[src/rtl/iicmb_wb_sequencer.sv]
// iicmb_wb_sequencer
//   Turns byte-level I2C transaction requests into the Wishbone register
//   traffic that drives an IICMB I2C master core. Each request selects a bus,
//   sends START and the address byte, moves req_len_i data bytes in either
//   direction, sends STOP and then reports a two-bit status.
//
// Ports
//   clk_i, rst_i                  clock; asynchronous active-low reset
//   req_valid_i / req_ready_o     request handshake
//   req_rnw_i, req_bus_i,         transaction description, latched at accept
//   req_addr_i, req_len_i         (len 0 = address-only probe)
//   wr_data_i / wr_data_valid_i   write byte stream; wr_data_ready_o pulses
//                                 once per byte taken
//   rd_data_o / rd_data_valid_o   read byte stream (one-cycle pulse)
//   done_o, status_o              end-of-transaction pulse and status
//                                 (00 ok, 01 NAK, 10 arbitration lost,
//                                 11 error/timeout)
//   wb_*                          Wishbone master towards the IICMB core
//   irq_i                         IICMB command-complete interrupt
module iicmb_wb_sequencer #(
    parameter int TIMEOUT_CYCLES = 65535,
    parameter int BUS_W          = 4
) (
    input  logic             clk_i,
    input  logic             rst_i,
    input  logic             req_valid_i,
    output logic             req_ready_o,
    input  logic             req_rnw_i,
    input  logic [BUS_W-1:0] req_bus_i,
    input  logic [6:0]       req_addr_i,
    input  logic [7:0]       req_len_i,
    input  logic [7:0]       wr_data_i,
    input  logic             wr_data_valid_i,
    output logic             wr_data_ready_o,
    output logic [7:0]       rd_data_o,
    output logic             rd_data_valid_o,
    output logic             done_o,
    output logic [1:0]       status_o,
    output logic             wb_cyc_o,
    output logic             wb_stb_o,
    output logic             wb_we_o,
    output logic [1:0]       wb_adr_o,
    output logic [7:0]       wb_dat_o,
    input  logic [7:0]       wb_dat_i,
    input  logic             wb_ack_i,
    input  logic             irq_i
);

    localparam logic [1:0]  A_CSR  = 2'd0;
    localparam logic [1:0]  A_DPR  = 2'd1;
    localparam logic [1:0]  A_CMDR = 2'd2;

    localparam logic [7:0]  C_SET_BUS  = 8'h06;
    localparam logic [7:0]  C_START    = 8'h04;
    localparam logic [7:0]  C_WRITE    = 8'h01;
    localparam logic [7:0]  C_READ_ACK = 8'h02;
    localparam logic [7:0]  C_READ_NAK = 8'h03;
    localparam logic [7:0]  C_STOP     = 8'h05;
    localparam logic [7:0]  CSR_ENABLE = 8'hC0;   // core enable + interrupt enable

    localparam logic [1:0]  ST_OK  = 2'b00;
    localparam logic [1:0]  ST_NAK = 2'b01;
    localparam logic [1:0]  ST_AL  = 2'b10;
    localparam logic [1:0]  ST_ERR = 2'b11;

    localparam logic [15:0] TMO_LOAD = 16'(TIMEOUT_CYCLES - 1);

    typedef enum logic [3:0] {
        S_INIT, S_IDLE, S_SETBUS, S_START, S_ADDR, S_WDATA,
        S_RDATA, S_STOP, S_WAIT_IRQ, S_CLR, S_DONE
    } state_t;

    state_t             state_q, cmd_q;   // cmd_q: command state awaiting its completion
    logic               phase_q;          // 0: operand (or command) access, 1: second access
    logic               rnw_q, tmo_q;
    logic [BUS_W-1:0]   bus_q;
    logic [6:0]         addr_q;
    logic [7:0]         cnt_q;
    logic [15:0]        tmr_q;
    logic [1:0]         status_q;
    logic               ready_q, wr_ready_q, rd_valid_q, done_q;
    logic [7:0]         rd_data_q;
    logic               cyc_q, stb_q, we_q;
    logic [1:0]         adr_q;
    logic [7:0]         dat_q;

    // Access the current state wants to launch once the bus is free.
    logic               acc_go, acc_we;
    logic [1:0]         acc_adr;
    logic [7:0]         acc_dat;

    // NOTE: every signal gets a default before the case so no path leaves it
    // unassigned, which would otherwise infer a latch.
    always_comb begin
        acc_go  = 1'b0;
        acc_we  = 1'b1;
        acc_adr = A_CMDR;
        acc_dat = 8'h00;
        case (state_q)
            S_INIT: begin
                acc_go  = 1'b1;
                acc_adr = A_CSR;
                acc_dat = CSR_ENABLE;
            end
            S_SETBUS: begin
                acc_go = 1'b1;
                if (!phase_q) begin
                    acc_adr = A_DPR;
                    acc_dat = 8'(bus_q);
                end else begin
                    acc_dat = C_SET_BUS;
                end
            end
            S_START: begin
                acc_go  = 1'b1;
                acc_dat = C_START;
            end
            S_ADDR: begin
                acc_go = 1'b1;
                if (!phase_q) begin
                    acc_adr = A_DPR;
                    acc_dat = {addr_q, rnw_q};
                end else begin
                    acc_dat = C_WRITE;
                end
            end
            S_WDATA: begin
                if (!phase_q) begin
                    acc_go  = wr_data_valid_i;
                    acc_adr = A_DPR;
                    acc_dat = wr_data_i;
                end else begin
                    acc_go  = 1'b1;
                    acc_dat = C_WRITE;
                end
            end
            S_RDATA: begin
                acc_go = 1'b1;
                if (!phase_q) begin
                    // Last byte is NAKed so the slave releases the bus.
                    acc_dat = (cnt_q == 8'd1) ? C_READ_NAK : C_READ_ACK;
                end else begin
                    acc_we  = 1'b0;
                    acc_adr = A_DPR;
                end
            end
            S_STOP: begin
                acc_go  = 1'b1;
                acc_dat = C_STOP;
            end
            S_CLR: begin
                acc_go = 1'b1;
                acc_we = 1'b0;
            end
            default: ;
        endcase
    end

    // NOTE: sequential state uses non-blocking assignments only, so every
    // register samples pre-edge values regardless of statement order. The
    // asynchronous reset drops the Wishbone strobes immediately, so an
    // aborted transfer never leaves an access pending.
    always_ff @(posedge clk_i or negedge rst_i) begin
        if (!rst_i) begin
            state_q    <= S_INIT;
            cmd_q      <= S_INIT;
            phase_q    <= 1'b0;
            rnw_q      <= 1'b0;
            tmo_q      <= 1'b0;
            bus_q      <= '0;
            addr_q     <= '0;
            cnt_q      <= '0;
            tmr_q      <= '0;
            status_q   <= ST_OK;
            ready_q    <= 1'b0;
            wr_ready_q <= 1'b0;
            rd_valid_q <= 1'b0;
            done_q     <= 1'b0;
            rd_data_q  <= '0;
            cyc_q      <= 1'b0;
            stb_q      <= 1'b0;
            we_q       <= 1'b0;
            adr_q      <= '0;
            dat_q      <= '0;
        end else begin
            wr_ready_q <= 1'b0;
            rd_valid_q <= 1'b0;
            done_q     <= 1'b0;
            if (cyc_q) begin
                if (wb_ack_i) begin
                    cyc_q <= 1'b0;
                    stb_q <= 1'b0;
                    we_q  <= 1'b0;
                    adr_q <= '0;
                    dat_q <= '0;
                    case (state_q)
                        S_INIT: begin
                            state_q <= S_IDLE;
                            ready_q <= 1'b1;
                        end
                        S_CLR: begin
                            // Priority: AL, then STOP completion, ERR, NAK, DON.
                            if (wb_dat_i[5]) begin
                                status_q <= ST_AL;
                                state_q  <= S_DONE;
                                done_q   <= 1'b1;
                            end else if (cmd_q == S_STOP) begin
                                if (!wb_dat_i[7] && status_q == ST_OK) status_q <= ST_ERR;
                                state_q <= S_DONE;
                                done_q  <= 1'b1;
                            end else if (wb_dat_i[4] || (!wb_dat_i[6] && !wb_dat_i[7])) begin
                                status_q <= ST_ERR;
                                state_q  <= S_STOP;
                            end else if (wb_dat_i[6]) begin
                                status_q <= ST_NAK;
                                state_q  <= S_STOP;
                            end else begin
                                case (cmd_q)
                                    S_SETBUS: state_q <= S_START;
                                    S_START:  state_q <= S_ADDR;
                                    S_ADDR: begin
                                        if (cnt_q == 8'd0) state_q <= S_STOP;
                                        else if (rnw_q)    state_q <= S_RDATA;
                                        else               state_q <= S_WDATA;
                                    end
                                    S_WDATA: begin
                                        state_q <= (cnt_q > 8'd1) ? S_WDATA : S_STOP;
                                        cnt_q   <= (cnt_q != 8'd0) ? cnt_q - 8'd1 : 8'd0;
                                    end
                                    default: begin  // S_RDATA: fetch the byte from DPR
                                        state_q <= S_RDATA;
                                        phase_q <= 1'b1;
                                    end
                                endcase
                            end
                        end
                        default: begin
                            if (we_q && adr_q == A_CMDR) begin
                                cmd_q   <= state_q;
                                state_q <= S_WAIT_IRQ;
                                tmr_q   <= TMO_LOAD;
                                phase_q <= 1'b0;
                            end else if (we_q) begin
                                phase_q <= 1'b1;
                            end else begin
                                rd_data_q  <= wb_dat_i;
                                rd_valid_q <= 1'b1;
                                phase_q    <= 1'b0;
                                if (cnt_q <= 8'd1) state_q <= S_STOP;
                                cnt_q <= (cnt_q != 8'd0) ? cnt_q - 8'd1 : 8'd0;
                            end
                        end
                    endcase
                end
            end else begin
                if (acc_go) begin
                    cyc_q <= 1'b1;
                    stb_q <= 1'b1;
                    we_q  <= acc_we;
                    adr_q <= acc_adr;
                    dat_q <= acc_dat;
                    if (state_q == S_WDATA && !phase_q) wr_ready_q <= 1'b1;
                end
                case (state_q)
                    S_IDLE: begin
                        if (req_valid_i && ready_q) begin
                            ready_q  <= 1'b0;
                            rnw_q    <= req_rnw_i;
                            bus_q    <= req_bus_i;
                            addr_q   <= req_addr_i;
                            cnt_q    <= req_len_i;
                            status_q <= ST_OK;
                            phase_q  <= 1'b0;
                            state_q  <= S_SETBUS;
                        end
                    end
                    S_WAIT_IRQ: begin
                        if (irq_i) begin
                            state_q <= S_CLR;
                        end else if (tmr_q == 16'd0) begin
                            // Core state unknown: skip STOP and re-initialise it.
                            status_q <= ST_ERR;
                            tmo_q    <= 1'b1;
                            state_q  <= S_DONE;
                            done_q   <= 1'b1;
                        end else begin
                            tmr_q <= tmr_q - 16'd1;
                        end
                    end
                    S_DONE: begin
                        state_q <= tmo_q ? S_INIT : S_IDLE;
                        ready_q <= !tmo_q;
                        tmo_q   <= 1'b0;
                    end
                    default: ;
                endcase
            end
        end
    end

    assign req_ready_o     = ready_q;
    assign wr_data_ready_o = wr_ready_q;
    assign rd_data_o       = rd_data_q;
    assign rd_data_valid_o = rd_valid_q;
    assign done_o          = done_q;
    assign status_o        = status_q;
    assign wb_cyc_o        = cyc_q;
    assign wb_stb_o        = stb_q;
    assign wb_we_o         = we_q;
    assign wb_adr_o        = adr_q;
    assign wb_dat_o        = dat_q;

endmodule

[config.mk]
export PLATFORM = sky130hd
export DESIGN_NAME = iicmb_wb_sequencer
export DESIGN_NICKNAME = d
export VERILOG_FILES = /design/src/rtl/iicmb_wb_sequencer.sv
export SDC_FILE = /design/constraint.sdc
export NUM_CORES = 1
export LEC_CHECK = 0
export BUFFER_PORTS_ARGS = -buffer_cell sky130_fd_sc_hd__buf_2
export CAP_MARGIN = 20
export CORE_ASPECT_RATIO = 0.6
export CORE_MARGIN = 8
export CORE_UTILIZATION = 50
export DETAILED_ROUTE_END_ITERATION = 10
export PLACE_DENSITY = 0.78
export SLEW_MARGIN = 15
export SYNTH_ARGS = -nofsm -noshare
export SYNTH_HDL_FRONTEND = slang
export SYNTH_SLANG_ARGS = --single-unit
[constraint.sdc]
create_clock -name clk_i -period 2.65 [get_ports clk_i]
set_input_delay 0.1325 -clock clk_i [delete_from_list [all_inputs] [get_ports clk_i]]
set_output_delay 0.1325 -clock clk_i [all_outputs]
set_load 0.01 [all_outputs]
==> impl_metrics.py <==
metrics = {
    "run_status": {
        "status": "finished, final reports clean",
    },
    "clock_tree": {
        "cts.sinks": 73,
        "insertion_delay_ns": 0.34,
        "clk_pin_slew_worst_paths_ns": 0.06,
        "cts_tree": "built",
        "htreeDepth": 3,
        "cts_buffers": 9,
        "clk_path_buf_depth": 2,
        "cts_root_buf": "clkbuf_16",
    },
    "yosys": {
        "postSynth.asyncResetShare_pct": 100,
        "netlist_area_mm2": 0.00418,
        "ys.flop_type": "dfrtp_1",
        "synth_area_per_cell_um2": 8.87,
        "ys_seq_area_share_pct": 43.7,
        "syn_inst": 471,
        "yosys_warnings": 0,
        "ys_types": 67,
        "synth_fp_nets": 517,
        "synth-edff-count": 0,
        "synth-seq-cells": 73,
    },
    "placement": {
        "dp_hpwl_mm": 9.08,
        "io_buffer_count": 68,
        "place.gp.congestion": 0.937,
        "post-place-ws_ns": 0.00175,
        "dpl.cell_count": 645,
        "placed_area_mm2": 0.00475,
    },
    "worst_setup_path": {
        "crit_fanout": 7,
        "worst-setup-path-type": "register to register",
        "crit_family": "simple AND/OR/NAND/NOR gates",
        "cp_data_required_time_ns": 2.87,
        "setup.worst_path.start_class": "register",
        "worstRegToRegCells": 7,
        "worst-r2r-setup-slack_ns": 0.1,
        "critPathSlowestCell": "or4b_4",
        "r2r_start": "tmr_q[1]",
        "r2r-end": "state_q[3]",
        "path_cells": "inv_1 > ha_1 > or3b_2 > or4b_4 > nand2_1 > nor3b_4 > mux2_2",
        "slowest_delay_ns": 0.56,
        "worst-path-buf-inv": 1,
        "end_kind": "register",
        "cp.arrival_ns": 2.77,
    },
    "power": {
        "power_frac_comb_pct": 45.7,
        "ir_drop_mv": 0.687,
        "p_int_mw": 3.44,
        "p_per_area_mw_per_mm2": 1160,
        "power.clock.fraction_pct": 19.0,
        "switchingPower_mw": 2.56,
        "p_leak_nw": 2.27,
        "seq_power_share_pct": 35.3,
        "swShare_pct": 42.7,
    },
    "grt": {
        "antenna_found_initial": 0,
        "grt_max_degree": 42,
        "grt_pass1_wl_mm": 20.1,
        "grt_overflow": 0,
        "track_usage_pct": 21.5,
        "grt_pass1_vias": 3952,
    },
    "drt": {
        "num_vias": 4162,
        "drc": 0,
        "wl_per_cell_um": 18.2,
        "drtPass1Iterations": 5,
        "drt-vias-per-instance": 6.18,
        "drt_iter0_drc": 418,
        "ant_nets": 0,
        "wl_mm": 12.3,
    },
    "die": {
        "die_w_um": 134,
        "core-area_mm2": 0.00798,
        "start_util_pct": 52.4,
        "dieArea_mm2": 0.0116,
        "die_y_um": 86.8,
        "ios": 69,
        "num_rows": 25,
    },
    "layout": {
        "final_cell_mix": "nand2_1, dfrtp_1, buf_2",
        "final_cells": 674,
        "diodes": 0,
        "postLayoutCoreUtil_pct": 64.8,
        "num-nets-final": 607,
        "area_delta_synth_final_pct": 23.7,
        "final_area_mm2": 0.00517,
        "drive_gt1_share_pct": 25.1,
    },
    "timing": {
        "hold_viol_final": 0,
        "setup_violations": 0,
        "maxSlewHeadroom_pct": 41.0,
        "period_share_pct": 96.4,
        "final_max_slew_viol_count": 0,
        "max_freq_mhz": 392,
        "worst_slew_pin_slew_ns": 0.878,
        "skew_ns": 0.00772,
        "setup_ws_ns": 0.0960,
        "min_period_ns": 2.55,
        "whs_ns": 0.0243,
    },
    "min_path": {
        "hold_end": "rd_data_o[0]",
        "hp-class": "input pin to register",
        "hold_depth": 2,
        "min-delay-start": "wb_dat_i[0]",
    },
    "flow_run": {
        "cap_violations": 0,
    },
}
## stage by stage
stage / total power [mW] / TNS [ns]
floorplan: 3.77 / 0
global placement: 4.61 / 0
detailed placement: 4.73 / 0
CTS: 5.91 / 0
global route: 6.38 / -0.00267
finish: 5.99 / 0
## worst reg2reg max path, stage by stage (launching register included)
cell and delay, ns:
dfrtp_1 0.39, inv_1 0.09, ha_1 0.16, or3b_2 0.49, or4b_4 0.56, nand2_1 0.11
nor3b_4 0.26, mux2_2 0.38
## routing by layer
layer  GRT usage (%)  wire [um]  vias up
met3            5.72       1190       16
met2            29.6       5060      226
met5               0          0        -
li1                -          -     1908
met4            6.38        156        0
met1            31.7       5880     2012
## final cells by class
type | instances | area [um2]
Fill cell | 663 | 2810
Multi-Input combinational cell | 356 | 2190
Sequential cell | 73 | 1830
Timing Repair Buffer | 106 | 678
Clock buffer | 13 | 260
Tap cell | 108 | 135
Inverter | 15 | 56.3
Clock inverter | 3 | 15.0
## cells by family (layout without fill, tap and decap cells)
logic type / Yosys count / in the layout / synth area share, %
AND/OR/NAND/NOR: 204 / 204 / 25.5
AO/OA/AOI/OAI: 125 / 125 / 19.7
flip-flops: 73 / 73 / 43.7
buffers and inverters: 42 / 137 / 4.04
multiplexers: 19 / 19 / 4.94
adder cells (fa/ha/maj): 4 / 4 / 1.20
XOR/XNOR: 4 / 4 / 0.839
## sequential cells by signal, summed over array words and instances (netlist names)
| name | flops |
|---|---|
| tmr_q | 16 |
| cnt_q | 8 |
| rd_data_o | 8 |
| wb_dat_o | 8 |
| addr_q | 7 |
| bus_q | 4 |
| cmd_q | 4 |
| state_q | 4 |
| status_o | 2 |
| wb_adr_o | 2 |
| done_o | 1 |
| phase_q | 1 |
| rd_data_valid_o | 1 |
| req_ready_o | 1 |
| rnw_q | 1 |
| tmo_q | 1 |
| wb_cyc_o | 1 |
| wb_stb_o | 1 |
| wb_we_o | 1 |
| wr_data_ready_o | 1 |
## synthesized netlist by cell type, drive strengths merged, types with 3 or more instances
library cell / count / share of area [%]
nand3: 9 / 1.1
nor4: 4 / 0.60
mux2: 13 / 3.5
a22oi: 7 / 1.3
and3: 4 / 0.60
or3: 7 / 1.0
buf: 5 / 0.60
inv: 15 / 1.3
ha: 4 / 1.2
a32oi: 3 / 0.63
o41ai: 6 / 1.3
nand2b: 8 / 1.2
dfrtp: 73 / 44
nor2b: 5 / 0.75
mux2i: 6 / 1.4
o211ai: 4 / 0.72
nor4b: 3 / 0.63
nand4: 3 / 0.45
a2111oi: 3 / 0.63
or3b: 4 / 0.84
or4b: 3 / 0.72
or4: 11 / 2.2
a211oi: 3 / 0.66
o31ai: 11 / 2.0
or2: 4 / 0.60
a31oi: 13 / 1.9
nor3b: 3 / 0.81
a21oi: 24 / 2.9
nor2: 38 / 3.4
nand2: 73 / 6.6
nor3: 14 / 1.8
o22ai: 6 / 1.0
clkbuf: 21 / 1.9
o21ai: 31 / 3.7
## timing repair
item,CTS,global route
setup endpoints to repair,1,5
hold endpoints to repair,42,0
resized for setup,1,1
pin swaps,0,1
hold buffers,11,0
setup buffers,0,2
## worst max path at each step
stage              from     endpoint  cells after the start
5_1_grt        tmr_q[1]   state_q[3]                      7
6_report       tmr_q[1]   state_q[3]                      7
4_1_cts        tmr_q[1]   state_q[3]                      7
3_3_place_gp   tmr_q[0]  status_o[1]                      7
3_5_place_dp   tmr_q[1]   state_q[3]                      7
2_1_floorplan  tmr_q[0]   state_q[1]                      8
## power by group through the flow
| stage | registers (mW) | logic (mW) | clock network (mW) |
|---|---|---|---|
| after floorplan | 2.02 | 1.75 | 0 |
| after global placement | 2.06 | 2.55 | 0 |
| after detailed placement | 2.10 | 2.63 | 0 |
| after CTS | 2.09 | 2.66 | 1.16 |
| after global routing | 2.18 | 3.01 | 1.20 |
| final | 2.11 | 2.74 | 1.14 |
Note: power is estimated with default switching activity, not from simulation.
